==> config.mk <==
export PLATFORM = sky130hd
export DESIGN_NAME = ubit_window_acc_flat
export DESIGN_NICKNAME = d
export VERILOG_FILES = /design/src/rtl/ubit_window_acc_if.sv /design/src/rtl/ubit_window_acc.sv /design/src/flat_wrapper.sv
export SDC_FILE = /design/constraint.sdc
export NUM_CORES = 1
export LEC_CHECK = 0
export BUFFER_PORTS_ARGS = -buffer_cell sky130_fd_sc_hd__buf_2
export CAP_MARGIN = 5
export CORE_ASPECT_RATIO = 0.75
export CORE_MARGIN = 5
export CORE_UTILIZATION = 36
export DETAILED_ROUTE_END_ITERATION = 8
export PLACE_DENSITY = 0.59
export SLEW_MARGIN = 15
export SYNTH_ARGS = -nofsm -noshare
export SYNTH_HDL_FRONTEND = slang
export SYNTH_SLANG_ARGS = --single-unit
==> constraint.sdc <==
create_clock -name clk -period 1.85 [get_ports clk]
set_input_delay 0.0925 -clock clk [delete_from_list [all_inputs] [get_ports clk]]
set_output_delay 0.0925 -clock clk [all_outputs]
set_load 0.05 [all_outputs]
==> src/rtl/ubit_window_acc_if.sv <==
// Host-side bundle for ubit_window_acc: control, unary input stream and the
// valid/ready result port. master = host/driver side, slave = accumulator.
interface ubit_window_acc_if #(
  parameter int WIDTH = 8
);
  logic             start;
  logic             abort;
  logic             in_bit;
  logic             in_en;
  logic             busy;
  logic             out_valid;
  logic             out_ready;
  logic [WIDTH:0]   out_data;
  logic             overrun;

  modport master (
    output start, abort, in_bit, in_en, out_ready,
    input  busy, out_valid, out_data, overrun
  );

  modport slave (
    input  start, abort, in_bit, in_en, out_ready,
    output busy, out_valid, out_data, overrun
  );
endinterface

==> src/rtl/ubit_window_acc.sv <==
// Counts ones of a unary bitstream over 2^WIDTH enabled samples, one result per window.
// Optional UBIT_ACC_BIPOLAR_EN: result is offset by -2^(WIDTH-1) (two's complement).
module ubit_window_acc #(
  parameter int WIDTH      = 8,
  parameter int CONTINUOUS = 0
) (
  input  logic              clk,
  input  logic              rst_n,
  ubit_window_acc_if.slave  bus
);

  typedef enum logic [1:0] {IDLE, ACC, DONE} state_t;

  localparam logic CONT = (CONTINUOUS != 0);

  state_t           state, state_next;
  logic [WIDTH:0]   ones_cnt;
  logic [WIDTH-1:0] sample_cnt;
  logic [WIDTH:0]   final_cnt;
  logic [WIDTH:0]   result;
  logic [WIDTH:0]   out_data_q;
  logic             out_valid_q;
  logic             overrun_q;
  logic             hs, start_ok, win_end, load, clear_cnt;

  // NOTE: every signal written in an always_comb gets a value at the top of
  // the block, so no path can leave it unassigned and infer a latch.
  always_comb begin
    hs        = out_valid_q && bus.out_ready;
    start_ok  = bus.start && ((state == IDLE) || (CONT && (state == ACC)));
    win_end   = (state == ACC) && bus.in_en && (sample_cnt == '1);
    load      = win_end && !bus.abort && !start_ok;
    clear_cnt = bus.abort || start_ok || win_end;
    // The final sample of a window is folded in on the loading edge.
    final_cnt = ones_cnt + {{WIDTH{1'b0}}, bus.in_bit};
  end

`ifdef UBIT_ACC_BIPOLAR_EN
  localparam logic [WIDTH:0] BIAS = (WIDTH+1)'(1) << (WIDTH-1);
  assign result = final_cnt - BIAS;
`else
  assign result = final_cnt;
`endif

  always_comb begin
    state_next = state;
    if (bus.abort) begin
      state_next = IDLE;
    end else begin
      case (state)
        IDLE: if (start_ok) state_next = ACC;
        ACC: begin
          if (start_ok)     state_next = ACC;
          else if (win_end) state_next = CONT ? ACC : DONE;
        end
        DONE:    if (hs) state_next = IDLE;
        default: state_next = IDLE;
      endcase
    end
  end

  // NOTE: state is updated with non-blocking assignments so every register
  // samples the pre-edge values, independent of block evaluation order.
  always_ff @(posedge clk or negedge rst_n) begin
    if (!rst_n) state <= IDLE;
    else        state <= state_next;
  end

  always_ff @(posedge clk or negedge rst_n) begin
    if (!rst_n) begin
      ones_cnt   <= '0;
      sample_cnt <= '0;
    end else if (clear_cnt) begin
      ones_cnt   <= '0;
      sample_cnt <= '0;
    end else if ((state == ACC) && bus.in_en) begin
      ones_cnt   <= final_cnt;
      sample_cnt <= sample_cnt + WIDTH'(1);
    end
  end

  // A pending result survives abort; only a handshake or a newer result replaces it.
  always_ff @(posedge clk or negedge rst_n) begin
    if (!rst_n) begin
      out_valid_q <= 1'b0;
      out_data_q  <= '0;
      overrun_q   <= 1'b0;
    end else begin
      if (load) begin
        out_valid_q <= 1'b1;
        out_data_q  <= result;
      end else if (hs) begin
        out_valid_q <= 1'b0;
      end

      if (start_ok)
        overrun_q <= 1'b0;
      else if (load && out_valid_q && !bus.out_ready)
        overrun_q <= 1'b1;
    end
  end

  assign bus.busy      = (state == ACC);
  assign bus.out_valid = out_valid_q;
  assign bus.out_data  = out_data_q;
  assign bus.overrun   = overrun_q;

endmodule

==> src/flat_wrapper.sv <==
// flat-port wrapper written by rule: the top's interface ports become plain ports
module ubit_window_acc_flat 
#(
  parameter int WIDTH      = 8,
  parameter int CONTINUOUS = 0
)
  (clk, rst_n, bus_start, bus_abort, bus_in_bit, bus_in_en, bus_out_ready, bus_busy, bus_out_valid, bus_out_data, bus_overrun);
  ubit_window_acc_if #(.WIDTH(WIDTH)) bus_i ();
  input  logic clk;
  input  logic rst_n;
  input wire logic [$bits(bus_i.start)-1:0] bus_start;
  input wire logic [$bits(bus_i.abort)-1:0] bus_abort;
  input wire logic [$bits(bus_i.in_bit)-1:0] bus_in_bit;
  input wire logic [$bits(bus_i.in_en)-1:0] bus_in_en;
  input wire logic [$bits(bus_i.out_ready)-1:0] bus_out_ready;
  output wire logic [$bits(bus_i.busy)-1:0] bus_busy;
  output wire logic [$bits(bus_i.out_valid)-1:0] bus_out_valid;
  output wire logic [$bits(bus_i.out_data)-1:0] bus_out_data;
  output wire logic [$bits(bus_i.overrun)-1:0] bus_overrun;
  assign bus_i.start = bus_start;
  assign bus_i.abort = bus_abort;
  assign bus_i.in_bit = bus_in_bit;
  assign bus_i.in_en = bus_in_en;
  assign bus_i.out_ready = bus_out_ready;
  assign bus_busy = bus_i.busy;
  assign bus_out_valid = bus_i.out_valid;
  assign bus_out_data = bus_i.out_data;
  assign bus_overrun = bus_i.overrun;
  ubit_window_acc #(.WIDTH(WIDTH), .CONTINUOUS(CONTINUOUS)) u_core (.clk(clk), .rst_n(rst_n), .bus(bus_i));
endmodule
---- Word level (Yosys, flattened, before mapping) ----
Cells that the tools add are included.
storage, ports and cells
  input port bits ......................... 7
  bits in registers ....................... 30
  word-level logic and storage cells ...... 46
operators by class
  equal/unequal tests ..................... 6
  muxes and demuxes ....................... 14
  reductions and logical operators ........ 18
  add/subtract/negate cells ............... 2
operators by type and width
  cell                                                                     number
  9-bit 2-to-1 mux                                                         2
  8-bit 2-to-1 mux                                                         2
  2-bit 2-to-1 mux                                                         5
  9-bit by 1-bit adder with 9-bit output                                   1
  8-bit by 1-bit adder with 8-bit output, second input constant            1
  8-bit == test, second input constant                                     1
  1-bit logical AND                                                        8
  3-bit by 2-bit inequality test with 1-bit output, second input constant  2
  2-bit case mux with 3 select lines                                       1
  2-bit nonzero test                                                       3
  1-bit 2-to-1 mux                                                         4
  4-bit by 2-bit inequality test with 1-bit output, second input constant  1
  1-bit zero test                                                          3
  3-bit AND reduction                                                      1
  2-bit by 1-bit == test with 1-bit output, second input constant          1
  2-bit == test, second input constant                                     1
  2-bit zero test                                                          1
  1-bit logical OR                                                         2

---- Longest topological paths before layout ----
  depth in word-level cells ............... 9
  mapped depth ............................ 6

---- Least setup slack after synthesis ----
Ideal clock, no wire load.
  path kind ............................... register -> register
  start point ............................. register u_core.ones_cnt[0]
  end point ............................... register u_core.out_data_q[8], in the netlist u_core.bus.out_data[8]
  arrival time ............................ 1.411 ns
  slack ................................... 0.314 ns
  period minus slack after synthesis ...... 1.536 ns
  required time ........................... 1.725 ns
  cell stages (with the launch flop) ...... 7
  library setup time ...................... 0.125 ns
  path through ............................ dfrtp_1 ha_1 ha_1 nand3_1 nor3_1 xor2_1 mux2_2
on the way
  longest elaborated chain between the ends .. 1
RTL lines
  item                                    line                   source
  from (decl)                             ubit_window_acc.sv:17  logic [WIDTH:0] ones_cnt;
  from (signal assigned)                  ubit_window_acc.sv:77  ones_cnt <= final_cnt;
  9-bit by 1-bit adder with 9-bit output  ubit_window_acc.sv:35  final_cnt = ones_cnt + {{WIDTH{1'b0}}, bus.in_bit};
  to (signal assigned)                    ubit_window_acc.sv:91  out_data_q <= result;
  to (decl)                               ubit_window_acc.sv:21  logic [WIDTH:0] out_data_q;
Every way passes these cells.
A chain may end at the register's enable or synchronous reset.

---- Worst setup path in the final report ----
Same ends and word-level chain as after synthesis.

==> out/results.txt <==
Worst setup EP type - flop
Register area share after synthesis - 0.501
Post-route ant nets - 0
# IOs - 19
Max Clock Freq - 596 MHz
Max-slew violation count - 0
Cell count after synthesis - 137
Dpl cell area - 1630 um^2
Fin crit share - 0.907
Root Buffer - clkbuf_8
Slew HR - 0.548
Port bufs - 18
Gr usage total - 0.112
DP HPWL - 1910 um
Flops & latches, synth - 30
Area Overhead vs Synth - 17.0%
Min Tclk post-route - 1680 ps
Worst setup SP type - flop
DR vias - 1,016
Worst skew pair latency - 290 ps
Yosys Warn Count - 0
Worst path slowest cell - dfrtp_1
Outcome - finished clean
DRC viols - 0
Max-cap violations - 0
GP Congestion - 0.751
Post-route cell area - 1750 um^2
CTS Buf Count - 5
Antenna Cells - 0
FP Rows - 20
CP cell instances - ha_1 > ha_1 > nand3_1 > nor3_1 > xor2_1 > mux2_2
Total die area - 5560 um^2
Mapped Nets - 147
Post-synth EDFFs - 0
Ys flop type - dfrtp_1
Worst endpoint required time - 2030 ps
Worst-Margin Slew - 678 ps
Area contributors post-synth - dfrtp_1, mux2_4, xnor2_1
Clock slew at reported path FFs - 70 ps
Syn Std Cell Area - 1500 um^2
Initial DRC Count - 70
Vias/cell - 4.68
Vias in the first global route - 997
H-tree depth - 2
Post-synth cell types - 30
Die height - 65.9 um
CP max stage delay - 350 ps
Setup TNS - 0 ps
Initial core utilization - 0.372
RSZ-0062 raised after global routing - no
Final setup fails - 0
Yosys top cell area share - 0.501
Max clock buf depth - 2
Routed WL per cell - 12.9 um
HP Class - input pin to flop
Total Power - 1.28 mW
Crit path DAT - 1860 ps
CP Class - flop to flop
LEAKAGE - 0.868 nW
Area leader, netlist - dfrtp_1
Total detailed-routing wirelength - 2800 um
Pwr Density - 731 nW/um^2
Worst-case clock skew - 12.0 ps
First-pass GRT wire length - 4730 um
Largest net degree at the start of global routing - 31
TritonCTS clock tree - yes
Initial antenna violation count - 0
CTS Sinks - 30
# Post-CTS Setup Buffers - 0
First-pass detailed-route iteration total - 4
Final Hold Vio Count - 0
Async SR Flop Fraction - 1.00
Share of cells above drive strength 1 - 0.265
Die X - 84.5 um
Crit Path Max Fanout - 6
Congestion Overflow GR - 0
Layout Nets - 171
Core area - 4030 um^2
Post-synthesis average cell area - 10.9 um^2
Max VDD drop - 0.279 mV
Most Frequent Cell on Critical Path - ha_1
==> where the power goes <==
group / switching (mW) / internal (mW)
logic: 0.0456 / 0.0206
clock network: 0.251 / 0.298
registers: 0.00438 / 0.659
==> Yosys cell counts, drive strengths merged (3+ instances only) <==
cell type,instances
a21oi,5
dfrtp,30
nand3,3
nand2,17
nor3,6
xnor2,10
buf,4
mux2,9
nor2,20
xor2,10
ha,3
nand4,4
==> layer usage <==
layer | share of wire | global-route usage | vias to the layer above
li1 | - | - | 509
met1 | 0.47 | 0.135 | 488
met2 | 0.47 | 0.175 | 14
met3 | 0.045 | 0.0535 | 5
met4 | 0.014 | 0.0415 | 0
met5 | 0 | 0 | -
==> placed cells by master (no fill, tap or decap), drive strengths merged, types with 2 or more instances in the layout <==
cell type    count
nand2           17
a21oi            5
nor2            20
nand4            4
dlygate4sd3      2
xnor2           10
clkbuf           6
or3              2
and3             2
nand3b           2
mux2             9
nand3            3
ha               3
nor4             2
buf             19
xor2            10
nor3             6
dfrtp           30
==> critical path: cells and delay by family, from the launching register on <==
kind	cells	cell delay, ps
simple gates	2	480
mux	1	270
flops	1	350
xor+xnor	1	110
fa+ha+maj	2	370
==> path summary, 6_finish.rpt <==
kind                                                 endpoint                                from  cells past startpoint  slack, ps
max                        u_core.bus.out_data[8]$_DFFE_PN0P_      u_core.ones_cnt[0]$_DFFE_PN0P_                      6        170
min                               u_core.state[0]$_DFFE_PN0P_                           bus_start                      3         90
max reg2reg                u_core.bus.out_data[8]$_DFFE_PN0P_      u_core.ones_cnt[0]$_DFFE_PN0P_                      6        170
min reg2reg                u_core.bus.out_data[7]$_DFFE_PN0P_  u_core.bus.out_data[7]$_DFFE_PN0P_                      1        510
max in group asynchronous    u_core.sample_cnt[5]$_DFFE_PN0P_                               rst_n                      2       1020
min in group asynchronous  u_core.bus.out_data[6]$_DFFE_PN0P_                               rst_n                      2        370
==> state kept, by name, indices dropped and copies added, names as in the netlist <==
signal and count:
u_core.sample_cnt 8, u_core.ones_cnt 9, u_core.bus.overrun 1, u_core.state 2, u_core.bus.out_valid 1, u_core.bus.out_data 9
==> layout make-up <==
class | count | area (um^2)
inverter | 1 | 3.75
timing repair buffer | 21 | 118
clock buffer | 6 | 82.6
clock inverter | 2 | 12.5
tap | 55 | 68.8
sequential | 30 | 751
multi-input combinational | 102 | 716
fill | 386 | 2280
==> metrics by stage <==
step	instances	hold slack [ps]	util	worst slack, ps
after floorplan	137	-203	-	314
after global placement	207	165	0.405	131
after detailed placement	207	174	0.405	119
after CTS	217	84.5	0.434	105
after global routing	217	84.5	0.435	42.0
final	217	94.7	0.435	172
==> cell families after synthesis <==
family / share of synthesized area
AND/OR/NAND/NOR: 0.221
flip-flops: 0.501
XOR/XNOR: 0.117
multiplexers: 0.0877
AO/OA/AOI/OAI: 0.0242
buffers and inverters: 0.0242
adder cells (fa/ha/maj): 0.0251
==> timing repair <==
| item | CTS | global route |
|---|---|---|
| resized for setup | 0 | 1 |
| hold endpoints to repair | 31 | 0 |
| endpoints found under the setup margin | 0 | 1 |
| hold buffers | 2 | 0 |
No activity file was read; power rests on OpenSTA's default activity.
